==> src/rtl/pixel_gen_pkg.sv <==
// Shared definitions for the rectangle pixel generator: opcodes, argument
// field positions, the rectangle record and the background preset colours.
package pixel_gen_pkg;

  // Command opcodes (instruction bits [7:0]).
  localparam logic [7:0] OpSetBgColor   = 8'h01;
  localparam logic [7:0] OpBgRed        = 8'h02;
  localparam logic [7:0] OpBgGreen      = 8'h03;
  localparam logic [7:0] OpBgBlue       = 8'h04;
  localparam logic [7:0] OpBgBlack      = 8'h05;
  localparam logic [7:0] OpBgWhite      = 8'h06;
  localparam logic [7:0] OpSetRectPos   = 8'h10;
  localparam logic [7:0] OpSetRectSize  = 8'h11;
  localparam logic [7:0] OpSetRectColor = 8'h12;
  localparam logic [7:0] OpSetRectEn    = 8'h13;
  localparam logic [7:0] OpClearAll     = 8'h20;

  // Argument field positions within instruction bits [31:8].
  localparam int unsigned ArgALsb   = 0;
  localparam int unsigned ArgBLsb   = 10;
  localparam int unsigned ArgFieldW = 10;
  localparam int unsigned ArgIdxLsb = 20;
  localparam int unsigned ArgIdxW   = 4;

  // Widest colour the generator supports; records store colour at this width.
  localparam int unsigned MaxColorW = 20;

  typedef struct packed {
    logic [ArgFieldW-1:0] x;
    logic [ArgFieldW-1:0] y;
    logic [ArgFieldW-1:0] w;
    logic [ArgFieldW-1:0] h;
    logic [MaxColorW-1:0] color;
    logic                 en;
  } rect_t;

  // Preset background colours, packed RGB with three equal fields of color_w/3 bits.
  function automatic logic [MaxColorW-1:0] preset_color(input logic [7:0] op,
                                                        input int unsigned color_w);
    int unsigned          fw;
    logic [MaxColorW-1:0] field;
    logic [MaxColorW-1:0] result;
    fw    = color_w / 3;
    field = (MaxColorW'(1) << fw) - MaxColorW'(1);
    case (op)
      OpBgRed:   result = field << (2 * fw);
      OpBgGreen: result = field << fw;
      OpBgBlue:  result = field;
      OpBgWhite: result = (field << (2 * fw)) | (field << fw) | field;
      default:   result = '0;
    endcase
    return result;
  endfunction

endpackage

==> src/rtl/cmd_fifo.sv <==
// Small command FIFO with show-ahead read: dout is the head entry whenever !empty.
module cmd_fifo #(
  parameter int unsigned Width = 32,
  parameter int unsigned Depth = 4
) (
  input  logic             clk,
  input  logic             reset,
  input  logic             push,
  input  logic [Width-1:0] din,
  input  logic             pop,
  output logic [Width-1:0] dout,
  output logic             full,
  output logic             empty
);

  localparam int unsigned PtrW = $clog2(Depth);

  logic [Width-1:0] mem_q [Depth];
  // Pointers carry one extra wrap bit to tell full from empty.
  logic [PtrW:0]    wr_ptr_q;
  logic [PtrW:0]    rd_ptr_q;
  logic             do_push;
  logic             do_pop;

  assign empty   = (wr_ptr_q == rd_ptr_q);
  assign full    = (wr_ptr_q[PtrW] != rd_ptr_q[PtrW]) &&
                   (wr_ptr_q[PtrW-1:0] == rd_ptr_q[PtrW-1:0]);
  assign do_push = push && !full;
  assign do_pop  = pop && !empty;
  // Head entry straight off the storage flops.
  assign dout    = mem_q[rd_ptr_q[PtrW-1:0]];

  // Pointer update and storage write; storage itself needs no reset.
  always_ff @(posedge clk) begin
    if (reset) begin
      wr_ptr_q <= '0;
      rd_ptr_q <= '0;
    end else begin
      if (do_push) begin
        mem_q[wr_ptr_q[PtrW-1:0]] <= din;
        wr_ptr_q                  <= wr_ptr_q + (PtrW + 1)'(1);
      end
      if (do_pop) begin
        rd_ptr_q <= rd_ptr_q + (PtrW + 1)'(1);
      end
    end
  end

endmodule

==> src/rtl/rect_pixel_generator.sv <==
// Background plus prioritised solid rectangles, driven by a queued command bus.
// Two-stage pixel pipeline: registered hit vector/colour snapshot, then registered colour.
module rect_pixel_generator
  import pixel_gen_pkg::*;
#(
  parameter int unsigned COLOR_W      = 12,
  parameter int unsigned COORD_W      = 10,
  parameter int unsigned NUM_RECTS    = 4,
  parameter int unsigned FIFO_DEPTH   = 4,
  parameter int unsigned VBLANK_APPLY = 1
) (
  input  logic               i_clk,
  input  logic               i_reset,
  input  logic [COORD_W-1:0] i_pixel_x,
  input  logic [COORD_W-1:0] i_pixel_y,
  input  logic               i_vblank,
  input  logic [31:0]        i_instruction,
  input  logic               i_instruction_valid,
  output logic               o_instruction_ready,
  output logic [COLOR_W-1:0] o_color
);

  // Hit sums need one bit above the wider of the pixel and argument fields, so nothing wraps.
  localparam int unsigned CalcW = ((COORD_W > ArgFieldW) ? COORD_W : ArgFieldW) + 1;
  localparam logic [COLOR_W-1:0] BgReset = COLOR_W'(preset_color(OpBgRed, COLOR_W));

  logic                 fifo_full;
  logic                 fifo_empty;
  logic                 push;
  logic                 pop;
  logic [31:0]          cmd;
  logic [7:0]           cmd_op;
  logic [23:0]          cmd_args;
  logic [ArgIdxW-1:0]   cmd_idx;
  logic [ArgFieldW-1:0] cmd_a;
  logic [ArgFieldW-1:0] cmd_b;
  logic [COLOR_W-1:0]   cmd_color;

  logic [COLOR_W-1:0]   bg_q;
  rect_t                rects_q [NUM_RECTS];

  logic [CalcW-1:0]     px_ext;
  logic [CalcW-1:0]     py_ext;
  logic [NUM_RECTS-1:0] hit_d;
  logic [NUM_RECTS-1:0] hit_q;
  logic [COLOR_W-1:0]   rect_color_q [NUM_RECTS];
  logic [COLOR_W-1:0]   bg_snap_q;
  logic [COLOR_W-1:0]   color_d;
  logic                 unused_color;

  assign push                = i_instruction_valid && !fifo_full;
  assign pop                 = !fifo_empty && ((VBLANK_APPLY == 0) || i_vblank);
  assign o_instruction_ready = !fifo_full;

  cmd_fifo #(
    .Width(32),
    .Depth(FIFO_DEPTH)
  ) u_cmd_fifo (
    .clk  (i_clk),
    .reset(i_reset),
    .push (push),
    .din  (i_instruction),
    .pop  (pop),
    .dout (cmd),
    .full (fifo_full),
    .empty(fifo_empty)
  );

  assign cmd_op    = cmd[7:0];
  assign cmd_args  = cmd[31:8];
  assign cmd_idx   = cmd_args[ArgIdxLsb +: ArgIdxW];
  assign cmd_a     = cmd_args[ArgALsb +: ArgFieldW];
  assign cmd_b     = cmd_args[ArgBLsb +: ArgFieldW];
  assign cmd_color = cmd_args[COLOR_W-1:0];

  // Execute the head command on pop; unknown opcodes and out-of-range idx fall through untouched.
  always_ff @(posedge i_clk) begin
    if (i_reset) begin
      bg_q <= BgReset;
      for (int i = 0; i < NUM_RECTS; i++) begin
        rects_q[i] <= '0;
      end
    end else if (pop) begin
      case (cmd_op)
        OpSetBgColor: bg_q <= cmd_color;
        OpBgRed, OpBgGreen, OpBgBlue, OpBgBlack, OpBgWhite: begin
          bg_q <= COLOR_W'(preset_color(cmd_op, COLOR_W));
        end
        OpClearAll: begin
          bg_q <= BgReset;
          for (int i = 0; i < NUM_RECTS; i++) begin
            rects_q[i].en <= 1'b0;
          end
        end
        default: ;
      endcase
      for (int i = 0; i < NUM_RECTS; i++) begin
        if (cmd_idx == ArgIdxW'(i)) begin
          case (cmd_op)
            OpSetRectPos: begin
              rects_q[i].x <= cmd_a;
              rects_q[i].y <= cmd_b;
            end
            OpSetRectSize: begin
              rects_q[i].w <= cmd_a;
              rects_q[i].h <= cmd_b;
            end
            OpSetRectColor: rects_q[i].color <= MaxColorW'(cmd_color);
            OpSetRectEn:    rects_q[i].en    <= cmd_args[0];
            default: ;
          endcase
        end
      end
    end
  end

  assign px_ext = CalcW'(i_pixel_x);
  assign py_ext = CalcW'(i_pixel_y);

  // Per-rectangle hit test on half-open ranges; zero width or height never hits.
  always_comb begin
    hit_d = '0;
    for (int i = 0; i < NUM_RECTS; i++) begin
      hit_d[i] = rects_q[i].en
          && (px_ext >= CalcW'(rects_q[i].x))
          && (px_ext <  CalcW'(rects_q[i].x) + CalcW'(rects_q[i].w))
          && (py_ext >= CalcW'(rects_q[i].y))
          && (py_ext <  CalcW'(rects_q[i].y) + CalcW'(rects_q[i].h));
    end
  end

  // Stage 1: hit vector plus a colour snapshot taken alongside it.
  always_ff @(posedge i_clk) begin
    if (i_reset) begin
      hit_q     <= '0;
      bg_snap_q <= '0;
      for (int i = 0; i < NUM_RECTS; i++) begin
        rect_color_q[i] <= '0;
      end
    end else begin
      hit_q     <= hit_d;
      bg_snap_q <= bg_q;
      for (int i = 0; i < NUM_RECTS; i++) begin
        rect_color_q[i] <= rects_q[i].color[COLOR_W-1:0];
      end
    end
  end

  // Lowest-index hit wins: walk from highest to lowest so the last assignment dominates.
  always_comb begin
    color_d = bg_snap_q;
    for (int i = int'(NUM_RECTS) - 1; i >= 0; i--) begin
      if (hit_q[i]) begin
        color_d = rect_color_q[i];
      end
    end
  end

  // Stage 2: registered output colour.
  always_ff @(posedge i_clk) begin
    if (i_reset) begin
      o_color <= '0;
    end else begin
      o_color <= color_d;
    end
  end

  // Colour records are stored at the maximum width; bits above COLOR_W are never consumed.
  always_comb begin
    unused_color = 1'b0;
    for (int i = 0; i < NUM_RECTS; i++) begin
      unused_color = unused_color ^ (^rects_q[i].color);
    end
  end

endmodule

==> config.mk <==
export PLATFORM = sky130hd
export DESIGN_NAME = rect_pixel_generator
export DESIGN_NICKNAME = d
export VERILOG_FILES = /design/src/rtl/pixel_gen_pkg.sv /design/src/rtl/cmd_fifo.sv /design/src/rtl/rect_pixel_generator.sv
export SDC_FILE = /design/constraint.sdc
export NUM_CORES = 1
export LEC_CHECK = 0
export BUFFER_PORTS_ARGS = -buffer_cell sky130_fd_sc_hd__buf_2
export CELL_PAD_IN_SITES_DETAIL_PLACEMENT = 1
export CELL_PAD_IN_SITES_GLOBAL_PLACEMENT = 1
export CORE_MARGIN = 3
export CORE_UTILIZATION = 25
export DETAILED_ROUTE_END_ITERATION = 6
export GPL_TIMING_DRIVEN = 0
export HOLD_SLACK_MARGIN = 0.03
export PLACE_DENSITY_LB_ADDON = 0.2
export RECOVER_POWER = 100
export SLEW_MARGIN = 15
export SYNTH_ARGS = -nofsm -noshare
export SYNTH_HDL_FRONTEND = slang
export SYNTH_HIERARCHICAL = 1
export SYNTH_SLANG_ARGS = --single-unit
==> constraint.sdc <==
create_clock -name i_clk -period 3.4 [get_ports i_clk]
set_input_delay 0.68 -clock i_clk [delete_from_list [all_inputs] [get_ports i_clk]]
set_output_delay 0.68 -clock i_clk [all_outputs]
set_load 0.05 [all_outputs]
==> results of run 1 <==
[cell type report]
cell class,count,share of cell area (%)
Sequential cell,436,45.9
Inverter,96,1.36
Multi-Input combinational cell,1208,37.9
Clock inverter,32,1.05
Tap cell,1155,5.47
Antenna cell,3,0.0284
Buffer,46,0.881
Clock buffer,62,5.46
Timing Repair Buffer,86,1.96
[critical path: stages, from the launching register on]
cell and delay [ns]:
dfxtp_1 0.36, clkbuf_1 0.34, xnor2_1 0.22, nand2_1 0.27
nor2_1 0.10, nand2b_1 0.32, or4_4 0.57, o32a_1 0.49
buf_4 0.29, nor2b_4 0.28
[how the worst min path moves through the flow]
stage	slack (ns)	startpoint	endpoint	cells past startpoint
final	0.34	i_instruction[10]	u_cmd_fifo/mem_q[1][10]$_DFFE_PP_	1
after global routing	0.33	i_instruction[14]	u_cmd_fifo/mem_q[2][14]$_DFFE_PP_	1
after CTS	0.26	i_instruction[10]	u_cmd_fifo/mem_q[1][10]$_DFFE_PP_	1
after detailed placement	0.44	rects_q[2][12]$_DFFE_PP_	rect_color_q[2][11]$_SDFF_PP0_	1
after global placement	0.43	rects_q[1][1]$_DFFE_PP_	rect_color_q[1][0]$_SDFF_PP0_	1
after floorplan	0.43	rects_q[0][1]$_DFFE_PP_	rect_color_q[0][0]$_SDFF_PP0_	1
[repair_timing]
action,CTS,global route
hold endpoints to repair,0,0
buffers inserted,4,10
pin swaps,13,21
gates resized for setup,62,47
endpoints found under the setup margin,363,275
cloned,1,1
[registers in the layout, summed over array words and instances (netlist names), named ones only]
name / cells
u_cmd_fifo/mem_q: 128
rect_color_q: 48
u_cmd_fifo/wr_ptr_q: 3
u_cmd_fifo/rd_ptr_q: 3
hit_q: 4
bg_q: 12
o_color: 12
bg_snap_q: 12
rects_q: 212
[metrics by stage]
step	util (%)	power (uW)
floorplan	-	7840
global placement	27.5	8730
detailed placement	27.6	8820
CTS	29.9	14500
global route	30.1	15000
finish	30.1	14300
[kinds of logic after synthesis]
group           synth area share (%)
flops                           54.3
xor+xnor                        2.54
simple gates                    12.2
compound gates                  9.85
fa+ha+maj                       14.0
mux                             4.48
buf+inv                         2.63
[layout by cell type, fill, tap and decap left out, types with 12 or more instances in the layout]
cell	instances
nand3_1	13
o21a_1	13
a21o_1	21
clkbuf_16	56
and2_0	12
edfxtp_1	340
clkbuf_1	72
a21oi_1	90
ha_1	232
clkinv_2	12
o211ai_1	17
and2_1	95
xor2_1	43
nand2_1	49
nor2_1	103
mux4_2	32
mux2i_1	28
a211oi_1	23
dfxtp_1	96
nor2b_1	75
xnor2_1	19
inv_1	96
nor3_1	27
o21ai_0	78
buf_2	31
nand2b_1	34
[layer usage]
layer	track usage, %	vias up	share of wire (%)
li1	-	6881	-
met1	17.2	7025	48
met2	21.1	156	46
met3	1.94	81	3.3
met4	3.38	4	2.6
met5	0	-	0.047
[where the power goes]
group	switching, uW	internal [uW]
clock	2230	3320
combinational	1620	959
sequential	113	6030
total	3960	10300
==> results.toml, run 1 <==
[timing]
finClkSkew_ns = 0.0244
fmax_ghz = 0.290
fin_tns_setup_ns = -0.913
whs_ns = 0.336
setup_viol_count_final = 41
worst_slack_ns = -0.0521
max_slew_margin_pct = 23.0
finalCritPeriodShare_pct = 102
final-max-slew-violation-count = 0
rsz0062_at_grt = "yes"
hold_viol = 0
fin_crit_ns = 3.45
tightest_slew_ns = 1.15

[global_route]
antenna_found_initial = 4
track_usage_pct = 12.7
grt_max_degree = 27
grt_overflow = 0
grt_pass1_vias = 15400
grt_pass1_wl_mm = 90.7

[detailed_routing]
drt_wl_total_mm = 59.4
via_per_inst = 4.53
drtIter0Drc = 598
drc = 0
wl_per_cell_um = 19.0
routed-via-count = 14100
drt_pre_antenna_iters = 6
drtAntennaViolNets = 0

[worst_setup_path]
worstPathMaxFanout = 10
r2r_slack_ns = -0.05
crit_start = "u_cmd_fifo/wr_ptr_q[1]$_SDFFE_PP0P_"
worst_r2r_path_depth = 9
r2r_start = "u_cmd_fifo/wr_ptr_q[1]$_SDFFE_PP0P_"
crit_path_end = "rects_q[1][49]$_DFFE_PP_"
r2r_end = "rects_q[1][49]$_DFFE_PP_"
worstPathRequired_ns = 3.78
endpoint_kind = "flop"
cp.arrival_ns = 3.83
start_kind = "flop"
critPathKind = "flop to flop"

[synth]
synth_most_common_cell = "edfxtp_1"
async_flop_share_pct = 0
synth.largest_area_cell = "edfxtp_1"
synthTopCellsByCount = "edfxtp_1 (340), ha_1 (237), and2_1 (107)"
synth_edf_count = 340
synth_area_leaders = "edfxtp_1 (46%), ha_1 (13%), dfxtp_1 (8.6%), mux4_2 (3.2%), and2_1 (3.0%)"
syn_nets = 2085
syn-cell-area_um2 = 22300
yosysWarnings = 6
synth.avg_cell_area_um2 = 12.5
syn_inst = 1784
synth-seq-cells = 436
ys.flop_type = "edfxtp_1"
synth.distinct_cells = 78
ys_seq_area_share_pct = 54.3
synth_top_cell_area_share_pct = 45.7

[place]
postPlaceCellArea_um2 = 24200
io_buffer_count = 68
gp_congestion = 0.754
pre_cts_slack_ns = -0.991
dp.cells = 3011
dpl.hpwl_mm = 44.9

[power]
ir_worst_vdd_mv = 0.315
power.density_nw_per_um2 = 540
leakage_uw = 0.00992

[status]
outcome = "finished, violations left"
failed_checks = "negative setup slack"

[die]
dieArea_um2 = 92900
fp.dieW_um = 305
io_pins = 69
placementRows = 108
start_util_pct = 25.5
coreArea_um2 = 87700
dieHeight_um = 305

[finish]
fin_area_um2 = 26400
instances_no_fill = 3124
syn_to_final_growth_pct = 18.4
multi_input_area_um2 = 10000
drive_gt1_share_pct = 14.2
seq_area_um2 = 12100
final_nets = 2225
fill_cells = 9437

[clocking]
tritoncts = "built"
cts-htree-levels = 2
cts_buffers = 50
cts_sinks = 436
cts_root_buf = "clkbuf_16"
hold_buffers = 0
clkTransAtPathRegs_ns = 0.06
clk_path_buf_depth = 3
clk_latency_ns = 0.59

[worst_hold_path]
min_path_type = "primary input to flop"

[job]
max_cap_viol_count = 0
(Power assumes the default switching activity.)
==> inputs of run 2 (changes only) <==
- clock period: 3.4 -> 3.7 ns (I/O delays scaled with it)
==> run 2 against run 1 <==
The flow now finishes without violations. Highest routed layer unchanged. Sequential share of layout area grew 0.90 points. Clock power decreased by 10%. Largest power group unchanged. Sequential power decreased by 8.0%. Wire length shrank 0.79%. Final cell count decreased by 0.42%. Clock skew grew 0.010 ns. First-iteration DRC count decreased by 18%. Flip-flop and latch count unchanged. Die area unchanged. Worst hold slack gained 0.062 ns. Worst setup slack gained 0.23 ns.
==> results.toml, run 2 (synthesized netlist as in run 1, its figures left out) <==
[power]
ir_worst_vdd_mv = 0.315
power.density_nw_per_um2 = 499
leakage_uw = 0.00968

[global_route]
antenna_found_initial = 5
grt_pass1_vias = 15300
grt_max_degree = 27
grt_pass1_wl_mm = 89.9
track_usage_pct = 12.5
grt_overflow = 0

[clocking]
cts_buffers = 51
clkTransAtPathRegs_ns = 0.06
clk_latency_ns = 0.61
clk_path_buf_depth = 3
cts-htree-levels = 2
tritoncts = "built"
cts_sinks = 436
cts_root_buf = "clkbuf_16"

[finish]
drive_gt1_share_pct = 10.9
syn_to_final_growth_pct = 16.1
final_core_util_pct = 29.6
fin_area_um2 = 25900
largest_reg_flops = 212
largest_register = "rects_q"
layout_common_cells = "edfxtp_1 (340), ha_1 (236), nor2_1 (106), inv_1 (96), dfxtp_1 (96)"
final_nets = 2214
layout_commonest_cell = "edfxtp_1"

[timing]
worst_slack_ns = 0.175
setup_viol_count_final = 0
finalCritPeriodShare_pct = 95.3
fin_tns_setup_ns = 0
fin_crit_ns = 3.52
finClkSkew_ns = 0.0347
final-max-slew-violation-count = 0
tightest_slew_ns = 1.20
rsz0062_at_grt = "yes"
hold_viol = 0
max_slew_margin_pct = 20.2
fmax_ghz = 0.284
whs_ns = 0.398

[detailed_routing]
routed-via-count = 14000
wl_per_cell_um = 18.9
drt_pre_antenna_iters = 4
drtIter0Drc = 490
via_per_inst = 4.51
drtAntennaViolNets = 0
drt_wl_total_mm = 58.9
drc = 0

[die]
coreArea_um2 = 87700
dieHeight_um = 305
placementRows = 108
dieArea_um2 = 92900
io_pins = 69
fp.dieW_um = 305
start_util_pct = 25.5

[worst_hold_path]
min_path_type = "primary input to flop"
whs_endpoint = "u_cmd_fifo/mem_q[2][14]$_DFFE_PP_"
min_from = "i_instruction[14]"
min_path_cells = 1

[worst_setup_path]
cp.arrival_ns = 3.80
critPathKind = "flop to flop"
r2r_end = "rects_q[0][48]$_DFFE_PP_"
worstPathMaxFanout = 10
worstPathRequired_ns = 3.97
start_kind = "flop"
endpoint_kind = "flop"
r2r_slack_ns = 0.18
worst_r2r_path_depth = 8

[place]
io_buffer_count = 68
postPlaceCellArea_um2 = 24200
pre_cts_slack_ns = -0.725
dpl.hpwl_mm = 44.7
gp_congestion = 0.752

[job]
max_cap_viol_count = 0

[status]
outcome = "complete, no violations"
## run 2: changes by cell type in the layout (fill, tap and decap cells not counted), moves of 5 or more
| cell | delta |
|---|---|
| and2_0 | +42 |
| and2_1 | -42 |
| clkbuf_1 | +16 |
| nor2b_1 | +10 |
| nor2b_4 | -9 |
| buf_12 | -8 |
| buf_4 | -8 |
| clkinv_1 | -8 |
| clkbuf_8 | +5 |
## run 2: worst max-delay path by stage
| stage | start | to | cells after the start |
|---|---|---|---|
| after global routing | flop | rects_q[1][13]$_DFFE_PP_ | 10 |
| after detailed placement | rects_q[1][33]$_DFFE_PP_ | hit_q[1]$_SDFF_PP0_ | 13 |
| after CTS | rects_q[1][43]$_DFFE_PP_ | hit_q[1]$_SDFF_PP0_ | 13 |
| after global placement | flop | rects_q[1][33]$_DFFE_PP_ | 5 |
| after floorplan | flop | rects_q[1][33]$_DFFE_PP_ | 6 |
| final | flop | rects_q[0][48]$_DFFE_PP_ | 8 |
## run 2: layer usage
layer,up-vias,GRT usage (%),wire [um]
met4,4,2.90,1160
met1,6966,16.7,28300
met2,149,21.4,27800
met5,-,0,27
met3,83,2.00,1620
li1,6842,-,-
## run 2: report_power, final
| part | total [uW] | internal [uW] | switching (uW) |
|---|---|---|---|
| Sequential | 5650 | 5540 | 104 |
| Clock | 4990 | 2930 | 2060 |
| Combinational | 2300 | 844 | 1460 |
| Total | 12900 | 9320 | 3620 |
## run 2: layout make-up
class / instances / area (um^2)
diodes: 1 / 2.50
plain buffers: 46 / 218
clock buffers: 75 / 1480
clock inverters: 20 / 198
fillers: 9526 / 61800
inverters: 96 / 360
multi-input cells: 1207 / 9740
flip-flops and latches: 436 / 12100
well taps: 1155 / 1450
repair buffers: 75 / 347
## run 2: worst max-delay path: stages (launching register included)
cell     delay (ns)
dfxtp_1        0.30
buf_2          0.23
buf_6          0.23
mux4_2         0.55
nor3_1         0.37
and3_1         0.36
nand2_1        0.42
nor2_1         0.41
or2_2          0.33
## run 2: stage by stage
step | instances | power, uW
after global routing | 3110 | 13600
after detailed placement | 3011 | 8110
after global placement | 3007 | 8040
final | 3111 | 12900
after CTS | 3106 | 13200
after floorplan | 1784 | 7210
## run 2: repair_timing
action / in CTS / in global routing
setup endpoints to repair: 124 / 124
buffers inserted: 0 / 3
pin swaps: 0 / 10
hold buffers: 0 / 0
resized for setup: 18 / 22
gates cloned: 0 / 1
